<file path="src/rtl/audio_adc_scheduler.sv">
// Paces SPI ADC frame requests round-robin over the enabled channels and
// buffers channel-tagged conversion results in a small FIFO for the consumer.
module audio_adc_scheduler #(
    parameter int FIFO_DEPTH = 4
) (
    input  logic        clk_40MHz,
    input  logic        nReset,
    input  logic [7:0]  chan_enable,
    input  logic [15:0] pace_div,
    input  logic        clear_flags,
    output logic        frame_start,
    output logic [2:0]  frame_channel,
    input  logic        frame_busy,
    input  logic        frame_done,
    input  logic [11:0] frame_data,
    output logic        sample_valid,
    input  logic        sample_ready,
    output logic [2:0]  sample_channel,
    output logic [11:0] sample_data,
    output logic        overflow,
    output logic        pace_overrun
);
    localparam int AW = $clog2(FIFO_DEPTH);
    localparam logic [AW:0] FULL_CNT = (AW+1)'(FIFO_DEPTH);

    typedef enum logic [1:0] {IDLE, START, BUSY} state_t;

    state_t      state, state_nxt;
    logic [15:0] pace_cnt;
    logic        pace_tick;
    logic        load_frame;
    logic [2:0]  last_req;
    logic [2:0]  prev_channel;
    logic [2:0]  next_chan;

    logic [14:0] mem [FIFO_DEPTH];
    logic [AW-1:0] wr_ptr, rd_ptr;
    logic [AW:0] count;
    logic [14:0] head;
    logic        push_req, push, pop, full;

    // Lowest enabled channel above the last request, else wrap to lowest enabled.
    function automatic logic [2:0] pick_channel(input logic [2:0] last, input logic [7:0] en);
        logic [2:0] pick;
        pick = 3'd0;
        for (int i = 7; i >= 0; i--) begin
            if (en[i]) pick = 3'(i);
        end
        for (int i = 7; i >= 0; i--) begin
            if (en[i] && (3'(i) > last)) pick = 3'(i);
        end
        return pick;
    endfunction

    assign next_chan = pick_channel(last_req, chan_enable);
    assign pace_tick = (pace_cnt == 16'd0);

    always_ff @(posedge clk_40MHz or negedge nReset) begin
        if (!nReset) begin
            pace_cnt <= '0;
        end else if (pace_tick) begin
            pace_cnt <= pace_div;
        end else begin
            pace_cnt <= pace_cnt - 16'd1;
        end
    end

    always_comb begin
        state_nxt  = state;
        load_frame = 1'b0;
        unique case (state)
            IDLE: begin
                if (pace_tick && (|chan_enable) && !frame_busy) begin
                    state_nxt  = START;
                    load_frame = 1'b1;
                end
            end
            START:   state_nxt = BUSY;
            BUSY:    if (frame_done) state_nxt = IDLE;
            default: state_nxt = IDLE;
        endcase
    end

    assign frame_start = (state == START);

    always_ff @(posedge clk_40MHz or negedge nReset) begin
        if (!nReset) begin
            state         <= IDLE;
            frame_channel <= 3'd0;
            last_req      <= 3'd7;
            prev_channel  <= 3'd0;
        end else begin
            state <= state_nxt;
            if (load_frame) begin
                frame_channel <= next_chan;
                last_req      <= next_chan;
            end
            // The ADC returns the conversion addressed by the previous frame.
            if (frame_done) prev_channel <= frame_channel;
        end
    end

    assign push_req = frame_done && chan_enable[prev_channel];
    assign pop      = sample_valid && sample_ready;
    assign full     = (count == FULL_CNT);
    assign push     = push_req && (!full || pop);

    always_ff @(posedge clk_40MHz) begin
        if (push) mem[wr_ptr] <= {prev_channel, frame_data};
    end

    always_ff @(posedge clk_40MHz or negedge nReset) begin
        if (!nReset) begin
            wr_ptr <= '0;
            rd_ptr <= '0;
            count  <= '0;
        end else begin
            if (push) wr_ptr <= wr_ptr + AW'(1);
            if (pop)  rd_ptr <= rd_ptr + AW'(1);
            unique case ({push, pop})
                2'b10:   count <= count + (AW+1)'(1);
                2'b01:   count <= count - (AW+1)'(1);
                default: count <= count;
            endcase
        end
    end

    assign sample_valid   = (count != '0);
    assign head           = mem[rd_ptr];
    assign sample_channel = sample_valid ? head[14:12] : 3'd0;
    assign sample_data    = sample_valid ? head[11:0]  : 12'd0;

    // Sticky flags: a set event in the same cycle wins over clear_flags.
    always_ff @(posedge clk_40MHz or negedge nReset) begin
        if (!nReset) begin
            overflow     <= 1'b0;
            pace_overrun <= 1'b0;
        end else begin
            if (push_req && full && !pop) overflow <= 1'b1;
            else if (clear_flags)         overflow <= 1'b0;
            if (pace_tick && (state != IDLE)) pace_overrun <= 1'b1;
            else if (clear_flags)              pace_overrun <= 1'b0;
        end
    end
endmodule

</file>
<file path="config.mk">
export PLATFORM = sky130hd
export DESIGN_NAME = audio_adc_scheduler
export DESIGN_NICKNAME = d
export VERILOG_FILES = /design/src/rtl/audio_adc_scheduler.sv
export SDC_FILE = /design/constraint.sdc
export NUM_CORES = 1
export LEC_CHECK = 0
export CORE_AREA = 2 2 119 121
export CTS_BUF_LIST = sky130_fd_sc_hd__clkbuf_8
export DETAILED_ROUTE_END_ITERATION = 6
export DIE_AREA = 0 0 121 123
export PLACE_DENSITY = 0.54
export SETUP_SLACK_MARGIN = 0.4
export SLEW_MARGIN = 25
export SYNTH_ARGS = -nofsm -noshare
export SYNTH_HDL_FRONTEND = slang
export SYNTH_SLANG_ARGS = --single-unit
</file>
<file path="constraint.sdc">
create_clock -name clk_40MHz -period 2.8 [get_ports clk_40MHz]
set_input_delay 0.28 -clock clk_40MHz [delete_from_list [all_inputs] [get_ports clk_40MHz]]
set_output_delay 0.28 -clock clk_40MHz [all_outputs]
set_load 0.02 [all_outputs]
</file>
==> results by group <==
Status
  • Status: complete, no violations

Timing
  • Final WS setup: 343.1 ps
  • TNS Setup: 0 ps
  • Final setup violating endpoints: 0
  • Final Cycle Share: 87.75%
  • RSZ-0062 raised after global routing: true
  • Fin crit period: 2457 ps
  • Clk_skew: 6.145 ps
  • Min Hold Slack: 339.6 ps
  • Fmax: 407.0 MHz
  • Fin. Hold Viols: 0
  • Slew Limit Headroom: 64.51%
  • Measured slew at the worst slew-check pin: 518.9 ps
  • Final Max Slew Viols: 0

Clock network
  • CTS H-tree depth: 3
  • CTS Buf Count: 9
  • Clk buf depth: 2
  • CTS tree: done
  • Reg clk slew, reported paths: 90 ps
  • Clock sink count: 96
  • Root buf cell: clkbuf_8
  • Clk_lat worst skew: 360 ps

Yosys
  • Seq/Total Area, Yosys: 61.29%
  • Cell area after synthesis: 4415 sq um
  • Avg Inst Size Synth: 13.18 sq um
  • Yosys cell types: 50
  • Yosys warns: 0
  • Ys async rst share: 37.50%
  • Mapped Cells: 335
  • Predominant post-synthesis flop cell: edfxtp_1
  • EDFF count, synth: 60
  • Synthesized Nets: 384
  • Number of synthesized register bits: 96

Global route
  • Largest net degree at the start of global routing: 37
  • First-pass GRT wire length: 15.01 mm
  • Initial antenna violation count: 0
  • Grt total ovfl: 0
  • Total GRT Usage: 13.13%
  • Vias in the first global route: 3017

Layout
  • Share of post-route cells with drive strength above 1: 19.49%
  • Layout Cells excl Fill: 611
  • Fillers: 1282
  • N_diodes: 0
  • Commonest non-fill, non-tap cells in the layout: 60 x edfxtp_1, 47 x clkdlybuf4s50_1, 30 x buf_4
  • Fin nets: 475
  • Layout Utilization: 41.27%
  • Area of the multi-input gates: 1605 sq um
  • Most common cell after layout, fill and taps aside: edfxtp_1
  • Area grow syn2layout: 27.23%
  • Fin area: 5618 sq um
  • Register Area: 2711 sq um

Routing
  • Initial DRT Pass Iterations: 4
  • DRC errors left: 0
  • DRT Wirelength: 9.284 mm
  • DR iter-0 viols: 225
  • Final ANT Viol Nets: 0
  • Wire per inst: 15.19 um
  • Vias: 2939
  • Via density per instance: 4.810

Critical path
  • Slowest stage cell, crit path: dfrtp_2
  • WP data arrival: 2690 ps
  • Crit-path leading delay family: simple AND/OR/NAND/NOR gates
  • CP Class: flip-flop to flip-flop
  • Worst EP required: 3030 ps
  • Crit. End Element: flip-flop
  • CP Buf/Inv Count: 0
  • Worst-path cell chain: mux2_4 -> o221a_4 -> nand2_4 -> nand3_2 -> fa_2 -> nor2_1 -> nand3_1 -> o211a_1 -> or4_1
  • Crit path max fanout: 4
  • CP max stage delay: 460 ps
  • Crit path launch type: flip-flop

Die
  • I/O pin cnt: 64
  • CORE AREA: 13610 sq um
  • DIE AREA: 14880 sq um
  • Die Y: 123 um
  • Starting Density: 32.44%
  • Die X: 121 um
  • Row cnt: 43

Pwr
  • Pwr Density: 739.0 nW/um^2
  • Maximum VDD drop: 0.2862 mV
  • Power Total: 4.152 mW
  • Leak pwr: 2.052 nW

Placement
  • Post-DP HPWL: 6.533 mm
  • Dpl ws: 40.98 ps
  • Final Wtd Congestion: 0.8226
  • IO Port Bufs: 63
  • Placed instance area: 5403 sq um
  • Placed cell count: 588

Min path
  • Hold Crit Class: primary input to async pin

Flow run
  • Maxcap violations: 0
==> state kept, by name, summed over array words and instances (netlist names) <==
signal	flops
frame_channel	3
pace_overrun	1
state	2
overflow	1
last_req	3
count	3
pace_cnt	16
wr_ptr	2
mem	60
prev_channel	3
rd_ptr	2
==> cells in the mapped netlist (2+ instances only) <==
cell type / n / area share (%)
or2_2: 3 / 0.43
or4_1: 3 / 0.51
ha_1: 6 / 1.7
mux2i_1: 2 / 0.45
o21ai_1: 2 / 0.23
a22oi_1: 2 / 0.34
nor3_1: 9 / 1.0
dfrtp_1: 33 / 19
edfxtp_1: 60 / 41
nand2b_1: 3 / 0.43
inv_1: 16 / 1.4
o21ai_0: 22 / 2.5
or3_1: 4 / 0.57
nand2_1: 23 / 2.0
and2_1: 20 / 2.8
mux4_2: 15 / 7.7
a21oi_1: 9 / 1.0
nor4_1: 7 / 0.99
xor2_1: 4 / 0.79
dfstp_2: 3 / 1.8
nor2_1: 17 / 1.4
mux2_2: 4 / 1.0
xnor2_1: 11 / 2.2
clkbuf_1: 9 / 0.77
a221oi_1: 2 / 0.40
buf_2: 4 / 0.45
nand3_1: 9 / 1.0
o31ai_1: 3 / 0.51
and3_1: 2 / 0.28
nor2b_1: 4 / 0.57
o22ai_1: 5 / 0.71
==> kinds of logic after synthesis <==
group / count (synthesis) / synth area share, %
compound gates: 54 / 7.991
xor+xnor: 15 / 2.975
fa+ha+maj: 7 / 2.154
buf+inv: 30 / 2.834
flops: 96 / 61.29
mux: 22 / 9.464
simple gates: 111 / 13.29
==> cell type report <==
| cell class | count | share of cell area [%] |
|---|---|---|
| repair buffers | 94 | 15.14 |
| inverters | 16 | 1.069 |
| clock inverters | 7 | 0.7350 |
| well taps | 180 | 4.009 |
| multi-input cells | 209 | 28.57 |
| clock buffers | 9 | 2.205 |
| flip-flops and latches | 96 | 48.26 |
==> where the power goes <==
part,switching (mW),internal [mW]
Combinational,0.776,0.756
Clock,0.468,0.317
Sequential,0.141,1.69
Total,1.38,2.77
==> worst paths after layout <==
kind                            slack, ps             from  cells past startpoint            to
worst max-delay path                  340  prev_channel[1]                      9      count[2]
worst max register to register        340  prev_channel[1]                      9      count[2]
worst min register to register        500     pace_cnt[15]                      1  pace_cnt[15]
max in group asynchronous            2100           nReset                      2   last_req[2]
min in group clk_40MHz                450     pace_div[10]                      3  pace_cnt[10]
worst min-delay path                  340           nReset                      2      overflow
==> routing by layer <==
layer  share of wire (%)  track usage, %  up-vias
met5                   0               0        -
met4                0.75           2.471        0
met3                 5.0           4.244        9
met2                  48           22.05       84
met1                  47           16.81     1427
li1                    -               -     1419
==> timing repair <==
| item | 4_1_cts | 5_1_grt |
|---|---|---|
| hold buffers | 0 | 0 |
| setup endpoints to repair | 16 | 2 |
| gates resized for setup | 20 | 2 |
| pin swaps | 4 | 0 |
| hold endpoints to repair | 0 | 0 |
| buffers inserted | 7 | 0 |
| gates cloned | 0 | 0 |
(Power assumes the default switching activity.)
